## src/rtl/muldiv_ctrl.sv

```systemverilog
// Iterative radix-2 multiply/divide sequencer for the EX stage; owns HI/LO and
// holds the pipeline while a MULT(U)/DIV(U) runs for DATA_WIDTH cycles.
//
// state  | meaning
// IDLE   | waiting for an accepted start; MTHI/MTLO only
// MUL    | shift-add iteration, counter counts down to 0
// DIV    | restoring shift-subtract iteration, counter counts down to 0
// DONE   | result visible on hi/lo, stall released for one cycle
module muldiv_ctrl #(
  parameter int DATA_WIDTH = 32
) (
  input  logic                  clk,
  input  logic                  rst,
  input  logic                  start,
  input  logic [1:0]            op,
  input  logic [DATA_WIDTH-1:0] operand_1,
  input  logic [DATA_WIDTH-1:0] operand_2,
  input  logic                  flush,
  input  logic                  hilo_write_en,
  input  logic                  hilo_write_sel,
  input  logic [DATA_WIDTH-1:0] hilo_write_data,
  output logic                  stall_request,
  output logic                  busy,
  output logic                  done,
  output logic [DATA_WIDTH-1:0] hi,
  output logic [DATA_WIDTH-1:0] lo
);

  localparam int CW = $clog2(DATA_WIDTH);

  typedef enum logic [1:0] {S_IDLE, S_MUL, S_DIV, S_DONE} state_t;

  state_t state, state_nxt;

  logic [CW-1:0]           cnt;
  logic [DATA_WIDTH-1:0]   mcand;   // multiplicand or divisor
  logic [DATA_WIDTH-1:0]   acc_hi;  // product upper half or partial remainder
  logic [DATA_WIDTH-1:0]   acc_lo;  // multiplier/product lower half or dividend/quotient
  logic                    neg_q, neg_r;

  logic                    start_ok, div_by_zero, last_iter;
  logic                    sign_1, sign_2;
  logic [DATA_WIDTH-1:0]   abs_1, abs_2;
  logic [DATA_WIDTH:0]     mul_sum;
  logic [DATA_WIDTH-1:0]   mul_hi_nxt, mul_lo_nxt;
  logic [DATA_WIDTH:0]     rem_shift;
  logic [DATA_WIDTH+1:0]   trial;
  logic [DATA_WIDTH-1:0]   rem_nxt, quo_nxt;
  logic [2*DATA_WIDTH-1:0] product, product_fix;
  logic [DATA_WIDTH-1:0]   quo_fix, rem_fix;

  assign start_ok    = start & ~flush;
  assign div_by_zero = (operand_2 == '0);
  assign last_iter   = (cnt == '0);

  assign sign_1 = op[0] & operand_1[DATA_WIDTH-1];
  assign sign_2 = op[0] & operand_2[DATA_WIDTH-1];
  assign abs_1  = sign_1 ? -operand_1 : operand_1;
  assign abs_2  = sign_2 ? -operand_2 : operand_2;

  assign mul_sum    = {1'b0, acc_hi} + (acc_lo[0] ? {1'b0, mcand} : '0);
  assign mul_hi_nxt = mul_sum[DATA_WIDTH:1];
  assign mul_lo_nxt = {mul_sum[0], acc_lo[DATA_WIDTH-1:1]};

  // Restoring divide: a negative trial difference leaves the shifted remainder as is.
  assign rem_shift = {acc_hi, acc_lo[DATA_WIDTH-1]};
  assign trial     = {1'b0, rem_shift} - {2'b00, mcand};

  always_comb begin
    rem_nxt = rem_shift[DATA_WIDTH-1:0];
    quo_nxt = {acc_lo[DATA_WIDTH-2:0], 1'b0};
    if (!trial[DATA_WIDTH+1]) begin
      rem_nxt = trial[DATA_WIDTH-1:0];
      quo_nxt = {acc_lo[DATA_WIDTH-2:0], 1'b1};
    end
  end

  assign product     = {mul_hi_nxt, mul_lo_nxt};
  assign product_fix = neg_q ? -product : product;
  assign quo_fix     = neg_q ? -quo_nxt : quo_nxt;
  assign rem_fix     = neg_r ? -rem_nxt : rem_nxt;

  always_ff @(posedge clk) begin
    if (rst) state <= S_IDLE;
    else     state <= state_nxt;
  end

  always_comb begin
    state_nxt     = state;
    stall_request = 1'b0;
    busy          = 1'b0;
    done          = 1'b0;
    case (state)
      S_IDLE: begin
        stall_request = start_ok;
        if (start_ok) begin
          if (!op[1])          state_nxt = S_MUL;
          else if (div_by_zero) state_nxt = S_DONE;
          else                 state_nxt = S_DIV;
        end
      end
      S_MUL, S_DIV: begin
        stall_request = 1'b1;
        busy          = 1'b1;
        if (last_iter) state_nxt = S_DONE;
      end
      S_DONE: begin
        done      = 1'b1;
        state_nxt = S_IDLE;
      end
      default: state_nxt = S_IDLE;
    endcase
    if (flush) state_nxt = S_IDLE;
  end

  always_ff @(posedge clk) begin
    if (rst) begin
      cnt    <= '0;
      mcand  <= '0;
      acc_hi <= '0;
      acc_lo <= '0;
      neg_q  <= 1'b0;
      neg_r  <= 1'b0;
      hi     <= '0;
      lo     <= '0;
    end else begin
      if (hilo_write_en) begin
        if (hilo_write_sel) hi <= hilo_write_data;
        else                lo <= hilo_write_data;
      end
      case (state)
        S_IDLE: begin
          if (start_ok) begin
            mcand  <= op[1] ? abs_2 : abs_1;
            acc_lo <= op[1] ? abs_1 : abs_2;
            acc_hi <= '0;
            cnt    <= CW'(DATA_WIDTH - 1);
            neg_q  <= sign_1 ^ sign_2;
            neg_r  <= sign_1;
          end
        end
        S_MUL: begin
          acc_hi <= mul_hi_nxt;
          acc_lo <= mul_lo_nxt;
          cnt    <= cnt - 1'b1;
          // Placed after the direct write so the iteration result wins.
          if (last_iter && !flush) begin
            hi <= product_fix[2*DATA_WIDTH-1:DATA_WIDTH];
            lo <= product_fix[DATA_WIDTH-1:0];
          end
        end
        S_DIV: begin
          acc_hi <= rem_nxt;
          acc_lo <= quo_nxt;
          cnt    <= cnt - 1'b1;
          if (last_iter && !flush) begin
            hi <= rem_fix;
            lo <= quo_fix;
          end
        end
        default: ;
      endcase
    end
  end

endmodule

```

## config.mk

```make
export PLATFORM = sky130hd
export DESIGN_NAME = muldiv_ctrl
export DESIGN_NICKNAME = d
export VERILOG_FILES = /design/src/rtl/muldiv_ctrl.sv
export SDC_FILE = /design/constraint.sdc
export NUM_CORES = 1
export LEC_CHECK = 0
export CAP_MARGIN = 20
export CORE_UTILIZATION = 25
export DETAILED_ROUTE_END_ITERATION = 8
export PLACE_DENSITY_LB_ADDON = 0.15
export SETUP_SLACK_MARGIN = 0.3
export SLEW_MARGIN = 20
export SYNTH_ARGS = -nofsm -noshare
export SYNTH_HDL_FRONTEND = slang
export SYNTH_SLANG_ARGS = --single-unit
```

## constraint.sdc

```tcl
create_clock -name clk -period 10.3 [get_ports clk]
set_clock_uncertainty 0.1 [all_clocks]
set_input_delay 1.03 -clock clk [delete_from_list [all_inputs] [get_ports clk]]
set_output_delay 1.03 -clock clk [all_outputs]
set_load 0.1 [all_outputs]
```

Yosys cells after proc, flatten, opt, wreduce, memory -nomap -nowiden:

Cells that the tools add are included.
Widths: inputs -> output; s select.

* bitwise gates (word level): 5
* equality and inequality tests: 5
* reduce and logical (&&, ||, !) cells: 13
* add/subtract/negate cells: 8
* multiplexer cells: 34

Operator list (count)
* $mux 32: 18
* $pmux 32 s3: 2
* $neg 32->32: 4
* $pmux 32 s2: 2
* $mux 64: 1
* $neg 64->64: 1
* $sub 33x32->34: 1
* $add 32x32->33: 1
* $logic_not 32->1: 1
* $pmux 5 s2: 1
* $reduce_and 2->1: 4
* $mux 2: 3
* $pmux 2 s3: 1
* $logic_not 5->1: 1
* $mux 5: 1
* $sub 5x1->5 const B: 1
* $eq 2x2->1 const B: 2
* $mux 1: 4
* $reduce_or 2->1: 2
* $and 1x1->1: 3
* $reduce_bool 3->1: 1
* $eq 2x1->1 const B: 1
* $logic_not 2->1: 1
* $ne 2x1->1 const B: 1
* 7 further kinds: 7

* output and inout bits: 67
* logic and storage cells: 74
* input port bits: 104
* bits in registers: 169

Depth between registers and ports, before layout:

* depth after elaboration: 6
* depth in mapped cells: 25
* depth with buffers taken out: 21

Worst setup path before layout:

OpenSTA, ideal clock, no wires.

* path type: register to register
* start: register mcand[9]
* end: register hi[20]
* clock period less this slack: 5.321 ns
* required time: 10.130 ns
* path slack: 4.979 ns
* arrival time: 5.151 ns
* stages on the path, launching flop included: 25
* setup time: 0.070 ns
* path buffers: 4
* cells stage by stage: dfxtp_1 inv_1 ha_1 clkbuf_1 nand2_1 nor3_1 o211ai_1 a31oi_1 nand3b_1 nand2_1 clkbuf_1 clkbuf_1 buf_1 nand2_1 o21ai_0 ha_1 nand2b_1 mux2_2 nor2_1 o2111a_1 o221ai_1 or3b_2 or4_1 a31o_2 a21oi_1

* cells in the longest elaborated chain, start to end: 6
* elaborated cells on any way between the ends: 11
* those cells by class: add/sub (4); mux (7)

Ends and longest elaborated chain
* start: declaration: line 36 `logic [DATA_WIDTH-1:0] mcand;`
* start signal: assignment: line 134 `mcand <= op[1] ? abs_2 : abs_1;`
* $mux 32 / $sub 33x32->34 (equally long branches): line 61, 67
* $add 32x32->33 / $mux 32 (equally long branches): line 61, 72
* $neg 64->64 / $neg 32->32 (equally long branches): line 79, 81
* $mux 64 / $mux 32 (equally long branches): line 79, 81
* $mux 32, on equally long branches: line 147, 156
* $pmux 32 s2 *: line 131 `case (state)`
* end signal: assignment: line 128 `if (hilo_write_sel) hi <= hilo_write_data;`
* end signal: assignment: line 148 `hi <= product_fix[2*DATA_WIDTH-1:DATA_WIDTH];`
* end signal: assignment: line 157 `hi <= rem_fix;`
* end: declaration: line 25 `output logic [DATA_WIDTH-1:0] hi,`

Mark *: on every way between the ends. The rest lies on a longest branch, timed or not.
A chain may end at the register's enable or synchronous reset.

Worst setup path after layout:

* start: register acc_hi[14]
* end: register hi[20]

* cells in the longest elaborated chain, start to end: 6
* elaborated cells on any way between the ends: 10
* those cells by class: add/sub (4); mux (6)

Ends and longest elaborated chain
* start: declaration: line 37 `logic [DATA_WIDTH-1:0] acc_hi;`
* start signal: assignment: line 143 `acc_hi <= mul_hi_nxt;`
* start signal: assignment: line 153 `acc_hi <= rem_nxt;`
* $sub 33x32->34: line 67 `assign trial = {1'b0, rem_shift} - {2'b00, mcand};`
* $mux 32: line 72 `if (!trial[DATA_WIDTH+1]) begin`
* $neg 32->32: line 81 `assign rem_fix = neg_r ? -rem_nxt : rem_nxt;`
* $mux 32: line 81
* $mux 32: line 156 `if (last_iter && !flush) begin`
* $pmux 32 s2 *: line 131

Marks and branches as above.

==> metrics.txt <==
Die H=265.8 um; count leader, synth=nand2_1; worst path required time=10.63 ns; Setup Total Neg Slack=0 ns; Post-Synthesis Cells=2498; Critical Path End Type=flip-flop; post-synthesis mux area share=2.726%; slew margin rel.=26.99%; Post-CTS Hold Fix Bufs=0; library cells used by synthesis=80; Core Footprint=around 69000 um2; cells resized by post-CTS repair=0; share of post-route cells with drive strength above 1=under 10%; Filler cells=7623; Num CTS Buffers=17; Slew Limit Fails=0; Power Density=119.7 nW/um2; peak clock frequency supported by timing=156.2 MHz; CTS HTree Levels=4; maximum capacitance violations=0; cell taking the most area after synthesis=dfxtp_1; antenna violations before repair=5; min-delay worst type=reg2reg; CTS tree=yes; synth top area cells=dfxtp_1 19%, nand2_1 6.5%, xnor2_1 6.0%; outcome=complete, no violations; Internal=~0.0014 W; Detailed Route WL=86760 um; crit-path max FO=36; GR Overflow Total=0; Net count, final=2709; VDD IR max=0.1038 mV; Worst-Margin Slew=1.084 ns; Hold Vio Cnt, Final=0; Setup Fix Bufs, Post-CTS=0; post-synthesis sequential area ratio=19.45%; Synth Area per Inst=6.963 um2; Primary FF master, synth=dfxtp_1; clk buf depth=2; simple-gate share of the synthesized area=between 20% and 30%; Post-synth top cells=302 x nand2_1, 266 x nor2_1, 203 x a21oi_1, 180 x clkbuf_1, 169 x dfxtp_1; gpl congestion=0.9218; Die ar.=~70000 um2; final instance area=20430 um2; GR Util All Layers=24.02%; Adder-Cell Fraction of Synth Area=approximately 5.6%; Compound-Gate Fraction of Synth Area=32.15%; DP Wirelength=roughly 68000 um; Clk pwr share=28.3%; NetSw=0.001085 W; Yosys reg bits=169; RSZ-0062 raised after global routing=no; crit path launch type=flip-flop; crit share post-route=62.17%; placed cell areas=approximately 20000 um2; Setup-failing EPs final=0; Final ANT Viol Nets=0; largest net degree at the start of global routing=110; number of clock sinks=about 170; Clk pin slew, worst setup/hold paths=about 0.080 ns; I/O Buffers=170; via count=19.81k; DRT iter0 DRCs=roughly 2.2k; root buf cell=clkbuf_16; Cell Rows=96; sequential power share=between 30% and 40%; switch share=44.34%; die extent in x=265.8 um; EDFF count, synth=0; P&R area growth vs syn=17.46%; Slowest cell on crit path=nand3b_1; yosys warns=0; largest family of logic cells by synthesized area=compound AO/OA/AOI/OAI gates; vias per std cell=roughly 5.7; Initial Util=25.32%; Yosys top cell area share=19.45%; WP data arrival=about 6.7 ns; CP peak stage delay=0.56 ns; largest delay contributor family on the critical path=simple AND/OR/NAND/NOR gates; Synth Area in XOR/XNOR=~11%; Comb power frac=40.4%; crit path buf inv count=1; drt drc=0; FFs w/ async S/R, synth=0%; post-synthesis cell area=17390 um2; 1st-pass router iterations=6; Tmin final=6.404 ns; I/O pins=171; Leak=7.602 nW; DR WL/cell=24.97 um; later-pin clock latency in the skew report=roughly 0.51 ns; critical-path cell list=ha_1, nand4_1, nor3_1, o211ai_1, a31oi_1, nand3b_1, nand2_1, buf_4, nand2_1, o21ai_0, ha_1, nand2b_1, mux2_2, nor2_1, o2111a_1, o221ai_1, or3b_2, or4_1, a31o_2, a21oi_1; Post-Syn Nets=2679; first-pass GRT wire length=126100 um; WS Path Type=reg2reg; vias in the first global route=about 18k
power groups by stage:
stage               Clock (W)  Combinational, W  Sequential, W
finish               0.000693          0.000988       0.000765
floorplan                   0          0.000552       0.000846
global placement            0          0.000974       0.000777
CTS                  0.000704          0.000979       0.000763
detailed placement          0          0.000975       0.000778
global route         0.000721           0.00105       0.000769
registers in the layout, summed over array words and instances (netlist names):
register and cells:
acc_hi 32, acc_lo 32, cnt 5, hi 32, lo 32, mcand 32, neg_q 1, neg_r 1
state 2
logic make-up (layout without fill, tap and decap cells):
| group | Yosys count | after routing |
|---|---|---|
| other cells | 0 | 2 |
| simple gates | 878 | 878 |
| xor+xnor | 217 | 217 |
| compound gates | 842 | 842 |
| mux | 46 | 46 |
| fa+ha+maj | 77 | 77 |
| flops | 169 | 169 |
| buf+inv | 269 | 312 |
final cells by class:
cell class | instances | area, um2 | share of cell area, %
tap | 931 | 1165 | 5.702
multi-input combinational | 2060 | 13040 | 63.83
clock inverter | 12 | 141.4 | 0.6920
sequential | 169 | 3385 | 16.57
antenna | 2 | 5.005 | 0.02450
inverter | 71 | 266.5 | 1.304
timing repair buffer | 209 | 1991 | 9.743
clock buffer | 20 | 436.7 | 2.137
layer usage:
layer	up-vias	share of wire, %	global-route usage, %
met2	808	44	37.08
met3	75	6.3	3.346
met5	-	0.015	0
met4	2	1.9	6.493
met1	9718	48	34.55
li1	9209	-	-
layout by cell type (no fill, tap or decap), types with 20 or more instances in the layout:
| cell | instances |
|---|---|
| a211oi_1 | 45 |
| nand2_1 | 300 |
| ha_1 | 72 |
| o21ai_0 | 166 |
| nand2b_1 | 20 |
| nand4_1 | 27 |
| xor2_1 | 97 |
| o31ai_1 | 36 |
| a22o_1 | 23 |
| nor4_1 | 24 |
| clkdlybuf4s50_1 | 168 |
| nand3_1 | 38 |
| dfxtp_1 | 168 |
| nor3_1 | 80 |
| o22ai_1 | 21 |
| inv_1 | 69 |
| a31o_2 | 24 |
| a21o_1 | 31 |
| buf_4 | 39 |
| mux2i_1 | 35 |
| nor2_1 | 263 |
| o211ai_1 | 46 |
| and3_1 | 24 |
| xnor2_1 | 120 |
| a31oi_1 | 37 |
| a22oi_1 | 52 |
| a21oi_1 | 202 |
worst register-to-register path, cell delays in order (launching register included):
cell      delay (ns)
dfxtp_1         0.36
ha_1            0.51
nand4_1         0.24
nor3_1          0.31
o211ai_1        0.16
a31oi_1         0.43
nand3b_1        0.56
nand2_1         0.48
buf_4           0.48
nand2_1         0.12
o21ai_0         0.15
ha_1            0.30
nand2b_1        0.07
mux2_2          0.27
nor2_1          0.11
o2111a_1        0.25
o221ai_1        0.18
or3b_2          0.52
or4_1           0.41
a31o_2          0.21
a21oi_1         0.11
metrics by stage:
stage	total power [W]	instances	hold WS, ns	setup slack (ns)	util (%)
5_1_grt	0.002543	3472	0.3725	3.441	29.73
6_report	0.002446	3474	0.3547	3.896	29.74
2_1_floorplan	0.001397	2498	0.3319	4.979	-
3_3_place_gp	0.001751	3440	0.3427	4.222	28.89
4_1_cts	0.002446	3472	0.3566	4.042	29.73
3_5_place_dp	0.001753	3440	0.3464	4.085	28.89
worst paths after layout:
check / from / to / slack, ns / cells past startpoint
worst max-delay path: acc_hi[14] / hi[20] / 3.90 / 20
worst max register to register: acc_hi[14] / hi[20] / 3.90 / 20
worst min-delay path: mcand[26] / mcand[26] / 0.35 / 2
worst min register to register: mcand[26] / mcand[26] / 0.35 / 2
(Power assumes the default switching activity.)
